==> config.mk <==
export PLATFORM = sky130hd
export DESIGN_NAME = conv_sched
export DESIGN_NICKNAME = d
export VERILOG_FILES = /design/src/rtl/conv_sched.sv
export SDC_FILE = /design/constraint.sdc
export NUM_CORES = 1
export LEC_CHECK = 0
export CELL_PAD_IN_SITES_DETAIL_PLACEMENT = 1
export CELL_PAD_IN_SITES_GLOBAL_PLACEMENT = 1
export CORE_AREA = 2 2 116 118
export CTS_CLUSTER_SIZE = 28
export DETAILED_ROUTE_END_ITERATION = 16
export DIE_AREA = 0 0 118 120
export PLACE_DENSITY_LB_ADDON = 0.1
export RECOVER_POWER = 50
export SETUP_SLACK_MARGIN = 0.1
export SYNTH_ARGS = -nofsm -noshare
export SYNTH_HDL_FRONTEND = slang
export SYNTH_SLANG_ARGS = --single-unit
==> constraint.sdc <==
create_clock -name i_clk -period 3.75 [get_ports i_clk]
set_input_delay 0.5625 -clock i_clk [delete_from_list [all_inputs] [get_ports i_clk]]
set_output_delay 0.5625 -clock i_clk [all_outputs]
set_load 0.005 [all_outputs]
==> src/rtl/conv_sched.sv <==
// Convolution job scheduler: sequences window fetches, accumulates CONV groups, and hands results downstream.
// Optional macro CONV_SCHED_SAT_EN: saturate the CONV-mode accumulator at 1023 instead of wrapping.
module conv_sched (
   input  logic        i_clk,
   input  logic        i_rst_n,
   input  logic        i_start,
   input  logic        i_mode,
   input  logic [15:0] i_numPix,
   input  logic [3:0]  i_numGrp,
   output logic        o_busy,
   output logic        o_done,
   output logic        o_winReq,
   input  logic        i_winVld,
   output logic [15:0] o_pixIdx,
   output logic [3:0]  o_grpIdx,
   output logic        o_opcode,
   input  logic [9:0]  i_conv0,
   input  logic [9:0]  i_conv1,
   input  logic [9:0]  i_conv2,
   output logic        o_vld,
   input  logic        i_rdy,
   output logic [9:0]  o_data0,
   output logic [9:0]  o_data1,
   output logic [9:0]  o_data2
);

   typedef enum logic [1:0] {IDLE, FETCH, OUT, DONE} state_t;

   state_t      state_reg,   state_next;
   logic        mode_reg,    mode_next;
   logic [15:0] num_pix_reg, num_pix_next;
   logic [3:0]  num_grp_reg, num_grp_next;
   logic [15:0] pix_idx_reg, pix_idx_next;
   logic [3:0]  grp_idx_reg, grp_idx_next;
   logic [9:0]  acc_reg,     acc_next;
   logic [9:0]  data0_reg,   data0_next;
   logic [9:0]  data1_reg,   data1_next;
   logic [9:0]  data2_reg,   data2_next;

   logic [10:0] acc_sum;
   logic [9:0]  acc_add;
   logic        last_grp;
   logic        last_pix;

   // Sum carried one bit wider so saturation can see the overflow.
   assign acc_sum = {1'b0, acc_reg} + {1'b0, i_conv0};
`ifdef CONV_SCHED_SAT_EN
   assign acc_add = acc_sum[10] ? 10'h3FF : acc_sum[9:0];
`else
   assign acc_add = acc_sum[9:0];
`endif

   // num_grp_reg always holds 1..15, so the subtraction cannot wrap.
   assign last_grp = (grp_idx_reg == num_grp_reg - 4'd1);
   assign last_pix = (pix_idx_reg == num_pix_reg - 16'd1);

   always_ff @(posedge i_clk or negedge i_rst_n) begin
      if (!i_rst_n) begin
         state_reg   <= IDLE;
         mode_reg    <= 1'b0;
         num_pix_reg <= 16'd0;
         num_grp_reg <= 4'd0;
         pix_idx_reg <= 16'd0;
         grp_idx_reg <= 4'd0;
         acc_reg     <= 10'd0;
         data0_reg   <= 10'd0;
         data1_reg   <= 10'd0;
         data2_reg   <= 10'd0;
      end else begin
         state_reg   <= state_next;
         mode_reg    <= mode_next;
         num_pix_reg <= num_pix_next;
         num_grp_reg <= num_grp_next;
         pix_idx_reg <= pix_idx_next;
         grp_idx_reg <= grp_idx_next;
         acc_reg     <= acc_next;
         data0_reg   <= data0_next;
         data1_reg   <= data1_next;
         data2_reg   <= data2_next;
      end
   end

   always_comb begin
      state_next   = state_reg;
      mode_next    = mode_reg;
      num_pix_next = num_pix_reg;
      num_grp_next = num_grp_reg;
      pix_idx_next = pix_idx_reg;
      grp_idx_next = grp_idx_reg;
      acc_next     = acc_reg;
      data0_next   = data0_reg;
      data1_next   = data1_reg;
      data2_next   = data2_reg;

      case (state_reg)
         IDLE: begin
            if (i_start) begin
               mode_next    = i_mode;
               num_pix_next = i_numPix;
               num_grp_next = (i_numGrp == 4'd0) ? 4'd1 : i_numGrp;
               pix_idx_next = 16'd0;
               grp_idx_next = 4'd0;
               acc_next     = 10'd0;
               state_next   = (i_numPix == 16'd0) ? DONE : FETCH;
            end
         end
         FETCH: begin
            if (i_winVld) begin
               if (!mode_reg) begin
                  data0_next = i_conv0;
                  data1_next = i_conv1;
                  data2_next = i_conv2;
                  state_next = OUT;
               end else begin
                  acc_next = acc_add;
                  if (last_grp) begin
                     data0_next = acc_add;
                     data1_next = 10'd0;
                     data2_next = 10'd0;
                     state_next = OUT;
                  end else begin
                     grp_idx_next = grp_idx_reg + 4'd1;
                  end
               end
            end
         end
         OUT: begin
            if (i_rdy) begin
               if (last_pix) begin
                  state_next = DONE;
               end else begin
                  pix_idx_next = pix_idx_reg + 16'd1;
                  grp_idx_next = 4'd0;
                  acc_next     = 10'd0;
                  state_next   = FETCH;
               end
            end
         end
         DONE: begin
            state_next = IDLE;
         end
         default: begin
            state_next = IDLE;
         end
      endcase
   end

   // Handshake strobes decode straight from the state, so o_winReq and o_vld are exclusive.
   assign o_busy   = (state_reg != IDLE);
   assign o_done   = (state_reg == DONE);
   assign o_winReq = (state_reg == FETCH);
   assign o_vld    = (state_reg == OUT);
   assign o_opcode = mode_reg;
   assign o_pixIdx = pix_idx_reg;
   assign o_grpIdx = grp_idx_reg;
   assign o_data0  = data0_reg;
   assign o_data1  = data1_reg;
   assign o_data2  = data2_reg;

endmodule

* After elaboration in Yosys (flattened, before gate mapping)
Cells that the tools add are included. W data, S select, Z words.
Word-level totals: register bits 83, input port bits 56
Operators by class: $add $sub $neg 5, eq/ne operators 13, multiplexer cells 31, reduce and logical (&&, ||, !) cells 12
Operators by type and width (number):
- $mux W10 | 10
- $mux W16 | 3
- $pmux W16 S2 | 1
- $pmux W10 S3 | 1
- $mux W4 | 7
- $add A16 B1 Y16 const B | 1
- $eq A16 B16 Y1 | 1
- $logic_not A16 Y1 | 1
- $sub A16 B1 Y16 const B | 1
- $mux W2 | 7
- $pmux W4 S3 | 1
- $add A10 B10 Y10 | 1
- $ne A2 B1 Y1 const B | 4
- $pmux W2 S4 | 1
- $reduce_and A4 Y1 | 2
- $reduce_and A7 Y1 | 1
- $ne A2 B2 Y1 const B | 3
- $reduce_and A6 Y1 | 1
- $add A4 B1 Y4 const B | 1
- $eq A2 B2 Y1 const B | 2
- $eq A4 B4 Y1 | 1
- $logic_not A4 Y1 | 1
- $reduce_bool A2 Y1 | 2
- $sub A4 B1 Y4 const B | 1
- other kinds (6) | 6

* Longest topological paths before layout
Gate-level depths: netlist of the first run.
word-level depth 6, depth in mapped cells 12

* Worst setup path before layout of the first run
Ideal clock, no wire load.
path kind register to register, start register num_pix_reg[0], end register pix_idx_reg[1] (netlist: o_pixIdx[1]), setup time 0.122 ns, arrival time 2.589 ns, data required time 3.628 ns, slack 1.039 ns, stages on the path, launching flop included 12, path buffers 1, clock period less this slack 2.711 ns, cells stage by stage dfrtp_1 -> inv_1 -> ha_1 -> or4b_4 -> nor4_4 -> xnor2_1 -> nor4_2 -> nand4_2 -> nor2_4 -> buf_6 -> nor2_2 -> a32o_1
Between the ends: cells in the longest elaborated chain, start to end 4
RTL lines:
- start, declared | line 31 | logic [15:0] num_pix_reg, num_pix_next;
- start signal, assigned | line 72 | num_pix_reg <= num_pix_next;
- $sub A16 B1 Y16 | line 55 | assign last_pix = (pix_idx_reg == num_pix_reg - 16'd1);
- $eq A16 B16 Y1 | line 55
- $ne A2 B2 Y1 (no line)
- $reduce_and A4 Y1 (no line)
- end signal, assigned | line 74 | pix_idx_reg <= pix_idx_next;
- end, declared | line 33 | logic [15:0] pix_idx_reg, pix_idx_next;
Every way passes these cells. A chain may end at the register's enable or synchronous reset.

* Worst setup path after layout of the first run
start register num_pix_reg[0], end register acc_reg[8]
Between the ends: cells in the longest elaborated chain, start to end 4
RTL lines:
- $sub A16 B1 Y16 | line 55
- $eq A16 B16 Y1 | line 55
- $ne A2 B2 Y1 (no line)
- $reduce_and A6 Y1 (no line)
- end signal, assigned | line 76 | acc_reg <= acc_next;
- end, declared | line 35 | logic [9:0] acc_reg, acc_next;
Every way passes these cells.

==> results of run 1 <==
==> cells in the final DEF, fill, tap and decap left out, types with 3 or more instances in the layout <==
cell type	n
a22o_2	5
dfrtp_1	83
dlygate4sd3_1	27
o21ai_2	7
a21oi_1	15
nand4_1	5
nor4_1	5
a21oi_2	6
a21o_1	4
nor2b_1	3
or3_1	13
clkbuf_16	9
buf_4	5
inv_1	12
nand3_1	15
or4_1	10
mux2i_1	10
nand2_1	111
o211ai_1	4
nor2_1	26
nor3_1	6
xor2_1	10
clkdlybuf4s50_1	82
clkinv_2	4
xnor2_1	26
o31ai_1	5
nand2b_1	21
o21ai_0	46
ha_1	13
==> metrics by stage <==
step,utilization,total power [mW],setup slack (ns)
floorplan,-,2.80,1.04
global placement,0.464,3.55,0.617
detailed placement,0.464,3.63,0.501
CTS,0.485,4.51,0.599
global route,0.485,4.74,0.366
finish,0.485,4.38,0.630
==> area by class of cell <==
class / count / area (sq um) / area share
Tap cell: 176 / 220 / 0.0350
Clock buffer: 11 / 253 / 0.0402
Sequential cell: 83 / 2080 / 0.330
Inverter: 12 / 45.0 / 0.00716
Timing Repair Buffer: 117 / 1140 / 0.181
Multi-Input combinational cell: 407 / 2530 / 0.402
Clock inverter: 5 / 27.5 / 0.00438
==> critical path: stages (launching register included) <==
cell	delay, ns
dfrtp_1	0.41
inv_1	0.09
ha_1	0.25
or4b_4	0.53
nor2_1	0.13
xnor2_1	0.08
a2111oi_0	0.47
nand4_2	0.23
o21ai_2	0.29
or2_1	0.36
a22o_2	0.21
==> where the power goes <==
part           total, mW  internal, mW  switching, mW
registers           1.53          1.21          0.321
logic               2.00         0.958           1.04
clock network      0.845         0.480          0.365
total               4.38          2.65           1.73
==> metal layers <==
metal	track usage	part of all wire	vias to the layer above
li1	-	-	2052
met1	0.227	0.42	2053
met2	0.354	0.53	61
met3	0.0570	0.041	19
met4	0.0527	0.014	0
met5	0	0	-
==> logic make-up after synthesis <==
family	synth area share
and+or+nand+nor	0.249
AOI/OAI and AO/OA	0.151
DFF	0.435
buffers and inverters	0.0377
xor gates and xnor gates	0.0660
adders and majority gates	0.0382
muxes	0.0233
==> worst max-delay path by stage <==
stage,start,cells after the start,slack [ns],end
4_1_cts,num_pix_reg[0],10,0.60,acc_reg[5]
3_3_place_gp,i_conv0[0],11,0.62,o_data0[8]
6_report,num_pix_reg[0],10,0.63,acc_reg[8]
2_1_floorplan,num_pix_reg[0],11,1.04,o_pixIdx[1]
3_5_place_dp,i_conv0[0],11,0.50,o_data0[8]
5_1_grt,num_pix_reg[0],10,0.37,acc_reg[6]
==> results.py, run 1 <==
metrics = {
    "status": {
        "status": "finished, violations left",
        "violations": "max-capacitance violations, max-slew violations",
    },
    "min_path": {
        "min_path_cells": 2,
        "min_to": "o_data0[6]",
        "min_from": "o_data0[6]",
        "hp-class": "flip-flop to flip-flop",
    },
    "clock_tree": {
        "clk_transition_reported_paths_ns": 0.06,
        "hold_buffers": 0,
        "clk_latency_ns": 0.35,
        "cts_tree": "done",
        "cts_buffers": 9,
        "cts.sinks": 83,
        "cts_setup_buffers": 0,
        "htree_num_levels": 3,
        "cts.repair.resized": 0,
        "clk_path_buf_depth": 2,
        "clockRootBuffer": "clkbuf_16",
    },
    "synthesis": {
        "ys_ff_latch": 83,
        "synthFlopType": "dfrtp_1",
        "yosys-top-cells-count": "111 x nand2_1, 83 x dfrtp_1, 46 x o21ai_0, 26 x nor2_1, 26 x xnor2_1",
        "synth_top_area_share": 0.435,
        "synth.avg_cell_area_sq_um": 9.07,
        "netlist_area_sq_um": 4780,
        "synth_edf_count": 0,
        "yosysTopAreaCell": "dfrtp_1",
        "async_flop_share": 1.00,
        "syn_inst": 527,
        "yosys.cell_count.top_type": "nand2_1",
        "seq_area_frac_synth": 0.435,
        "synth_fp_nets": 597,
        "synth.top_cells.by_area": "dfrtp_1 43%, nand2_1 8.7%, o21ai_0 4.8%, xnor2_1 4.8%, ha_1 3.4%",
        "ys_warn_count": 0,
        "yosysUniqueCellTypes": 58,
    },
    "setup_path": {
        "path_class": "flip-flop to flip-flop",
        "startpoint_type": "flip-flop",
        "r2r_setup_slack_ns": 0.63,
        "reg2reg_to": "acc_reg[8]",
        "worstPathMaxFanout": 10,
        "rr_worst_depth": 10,
        "cp-end-kind": "flip-flop",
        "required_ns": 4.04,
        "arrival_ns": 3.41,
        "r2r-start": "num_pix_reg[0]",
    },
    "floorplan": {
        "die_area_sq_um": 14200,
        "rows": 42,
        "die_y_um": 120,
        "die_w_um": 118,
        "initial_core_util": 0.368,
        "coreArea_sq_um": 13000,
        "io_pins": 111,
    },
    "timing": {
        "drv_slew": 31,
        "setup_viol": 0,
        "finalHoldViolCount": 0,
        "relSlewSlack": -0.126,
        "fmax_mhz": 320,
        "rsz0062_at_grt": "no",
        "period_needed_ns": 3.12,
        "setup_tns_ns": 0,
        "worst-slew-pin-transition_ns": 1.69,
        "finalCritPeriodShare": 0.832,
        "hold_ws_ns": 0.474,
        "fin_skew_ns": 0.00617,
    },
    "route": {
        "vias_per_cell": 5.16,
        "route.detailed.drc": 0,
        "wl_per_cell_um": 16.5,
        "num_vias": 4185,
        "drt_iter0_markers": 163,
        "drt_wl_total_mm": 13.4,
        "dr.pass1.iters": 4,
        "ant_nets": 0,
    },
    "flow_run": {
        "drv_cap": 1,
    },
    "grt": {
        "grt_pass1_vias": 4444,
        "grt_use_total": 0.196,
        "overflow": 0,
        "antenna_found_initial": 0,
        "grt_max_degree": 61,
        "grt_pass1_wl_mm": 22.0,
    },
    "place": {
        "dp_cells": 795,
        "port_buffers": 110,
        "dp_hpwl_mm": 10.0,
        "dpl_cell_area_sq_um": 6020,
        "routabilityCongestion": 0.828,
    },
    "pwr": {
        "power_density_nw_per_um2": 696,
        "power.leakage_nw": 2.70,
        "ir_drop_mv": 0.288,
    },
    "finish": {
        "layout-drive-gt1-share": 0.0850,
        "syn_to_final_growth_pct": 31.6,
        "fin_cells": 811,
        "fin_nets": 700,
        "antenna_cells": 0,
        "nFillCells": 1537,
        "stdcell_area_sq_um": 6290,
    },
}
No activity file was read; power rests on OpenSTA's default activity.
==> run 2: changes to the inputs <==
--- a/config.mk
+++ b/config.mk
@@ -7,10 +7,10 @@
 export LEC_CHECK = 0
 export CELL_PAD_IN_SITES_DETAIL_PLACEMENT = 1
 export CELL_PAD_IN_SITES_GLOBAL_PLACEMENT = 1
-export CORE_AREA = 2 2 116 118
+export CORE_AREA = 2 2 122 124
 export CTS_CLUSTER_SIZE = 28
 export DETAILED_ROUTE_END_ITERATION = 16
-export DIE_AREA = 0 0 118 120
+export DIE_AREA = 0 0 124 126
 export PLACE_DENSITY_LB_ADDON = 0.1
 export RECOVER_POWER = 50
 export SETUP_SLACK_MARGIN = 0.1
==> constraint.sdc (replaced) <==
create_clock -name i_clk -period 2.85 [get_ports i_clk]
set_input_delay 0.4275 -clock i_clk [delete_from_list [all_inputs] [get_ports i_clk]]
set_output_delay 0.4275 -clock i_clk [all_outputs]
set_load 0.005 [all_outputs]
==> run 2 against run 1 <==
Clock power grew 62%. The run now ends clean. Clock skew up 0.00086 ns. Setup slack got worse by 0.56 ns. Register-to-register slack lost 0.56 ns. Combinational power up 59%. Final cell count is 5.2% higher. Sequential share of layout area shrank 2.6 points. Die area rose by 10%.
==> results.py, run 2 (synthesized netlist as in run 1, its figures left out) <==
metrics = {
    "status": {
        "status": "finished clean",
    },
    "finish": {
        "antenna_cells": 0,
        "syn_to_final_growth_pct": 43.0,
        "fin_cells": 853,
        "final_cell_mix": "111 x nand2_1, 85 x clkdlybuf4s50_1, 82 x dfrtp_1",
        "stdcell_area_sq_um": 6830,
        "final_common_cell": "nand2_1",
        "fin_nets": 734,
        "final_core_utilization": 0.477,
        "layout-drive-gt1-share": 0.172,
    },
    "grt": {
        "grt-busiest-layer": "met2",
        "use_met1": 0.221,
        "met3_usage": 0.0498,
        "grt_use_total": 0.195,
        "grt_max_degree": 61,
        "overflow": 0,
        "use_met2": 0.356,
        "grt_pass1_vias": 4868,
        "grt_pass1_wl_mm": 23.7,
        "antenna_found_initial": 0,
    },
    "place": {
        "port_buffers": 110,
        "dp_slack_ns": -0.174,
        "dp_cells": 830,
        "routabilityCongestion": 0.805,
        "dp_hpwl_mm": 10.6,
        "dpl_cell_area_sq_um": 6240,
    },
    "timing": {
        "worst-slew-pin-transition_ns": 1.39,
        "relSlewSlack": 0.0708,
        "finalHoldViolCount": 0,
        "period_needed_ns": 2.78,
        "setup_ws_ns": 0.0724,
        "drv_slew": 0,
        "rsz0062_at_grt": "yes",
        "finalCritPeriodShare": 0.975,
        "setup_viol": 0,
        "fin_skew_ns": 0.00702,
        "fmax_mhz": 360,
    },
    "floorplan": {
        "io_pins": 111,
        "initial_core_util": 0.334,
        "die_area_sq_um": 15600,
        "die_y_um": 126,
        "die_w_um": 124,
        "rows": 44,
        "coreArea_sq_um": 14300,
    },
    "setup_path": {
        "cp-end-kind": "flip-flop",
        "path_class": "flip-flop to flip-flop",
        "required_ns": 3.13,
        "cpPeakStageDelay_ns": 0.56,
        "worstPathCellList": "or4_4 -> nor3_4 -> mux2_4 -> mux2i_1 -> a2111o_1 -> nor2_4 -> buf_8 -> or4_4 -> a21oi_1",
        "worstPathMaxFanout": 14,
        "rr_worst_depth": 9,
        "crit_top_cell": "or4_4",
        "cp_slowest_cell": "or4_4",
        "arrival_ns": 3.05,
        "startpoint_type": "flip-flop",
    },
    "clock_tree": {
        "clk_transition_reported_paths_ns": 0.06,
        "clockRootBuffer": "clkbuf_16",
        "cts_tree": "done",
        "clk_path_buf_depth": 2,
        "cts_buffers": 9,
        "htree_num_levels": 3,
        "cts.sinks": 83,
        "clk_latency_ns": 0.35,
        "hold_buffers": 0,
    },
    "route": {
        "num_vias": 4365,
        "route.detailed.drc": 0,
        "drt_wl_total_mm": 14.3,
        "wl_per_cell_um": 16.7,
        "ant_nets": 0,
        "drt_iter0_markers": 163,
        "dr.pass1.iters": 4,
        "vias_per_cell": 5.12,
    },
    "pwr": {
        "power_density_nw_per_um2": 957,
        "power.leakage_nw": 2.97,
        "ir_drop_mv": 0.358,
        "power_mw": 6.54,
    },
    "flow_run": {
        "drv_cap": 0,
    },
    "min_path": {
        "hp-class": "input port to asynchronous set/reset pin",
    },
}
run 2: changes by cell type in the layout (fill, tap and decap cells not counted), moves of 3 or more:
cell	before	now
buf_4	5	32
buf_6	0	7
a22o_2	5	0
a22o_4	0	5
bufinv_16	0	3
clkdlybuf4s50_1	82	85
dlygate4sd3_1	27	24
nor2_1	26	23
or4_1	10	7
or4_4	1	4
run 2: area by class of cell:
| class | instances | area (sq um) |
|---|---|---|
| clock buffers | 11 | 243 |
| clock inverters | 5 | 100 |
| inverters | 12 | 45.0 |
| multi-input cells | 407 | 2700 |
| repair buffers | 151 | 1440 |
| flip-flops and latches | 83 | 2080 |
| well taps | 184 | 230 |
| fillers | 1665 | 7480 |
run 2: report_power, final:
| group | internal [mW] | switching, mW |
|---|---|---|
| Clock | 0.878 | 0.493 |
| Combinational | 1.59 | 1.59 |
| Sequential | 1.60 | 0.385 |
| Total | 4.07 | 2.47 |
run 2: path summary, 6_finish.rpt:
| check | from | endpoint | slack, ns |
|---|---|---|---|
| setup reg to reg | num_pix_reg[1] | o_pixIdx[5] | 0.07 |
| min in group i_clk | o_data0[4] | o_data0[4] | 0.47 |
| max in group asynchronous | i_rst_n | o_grpIdx[3] | 0.96 |
| hold reg to reg | o_data0[4] | o_data0[4] | 0.47 |
| setup / recovery | num_pix_reg[1] | o_pixIdx[5] | 0.07 |
| hold / removal | i_rst_n | o_pixIdx[12] | 0.40 |
run 2: per-layer routing:
layer / vias up / part of all wire
met1: 2172 / 0.41
met5: - / 0
met2: 65 / 0.54
met4: 0 / 0.016
li1: 2110 / -
met3: 18 / 0.037
run 2: what timing repair did:
action | 4_1_cts | 5_1_grt
buffers inserted | 8 | 0
pin swaps | 23 | 11
gates resized for setup | 27 | 23
setup endpoints to repair | 28 | 33
run 2: worst max-delay path: cells and delay by family, from the launching register on:
family	cells	cell delay, ns
compound gates	2	0.36
buf+inv	1	0.15
flops	1	0.41
mux	2	0.44
simple gates	4	1.34
run 2: through the flow:
stage / hold slack [ns] / TNS, ns
6_report: 0.396 / 0
3_5_place_dp: 0.471 / -0.408
2_1_floorplan: 0.132 / 0
3_3_place_gp: 0.465 / -0.240
4_1_cts: 0.171 / 0
5_1_grt: 0.509 / -0.184
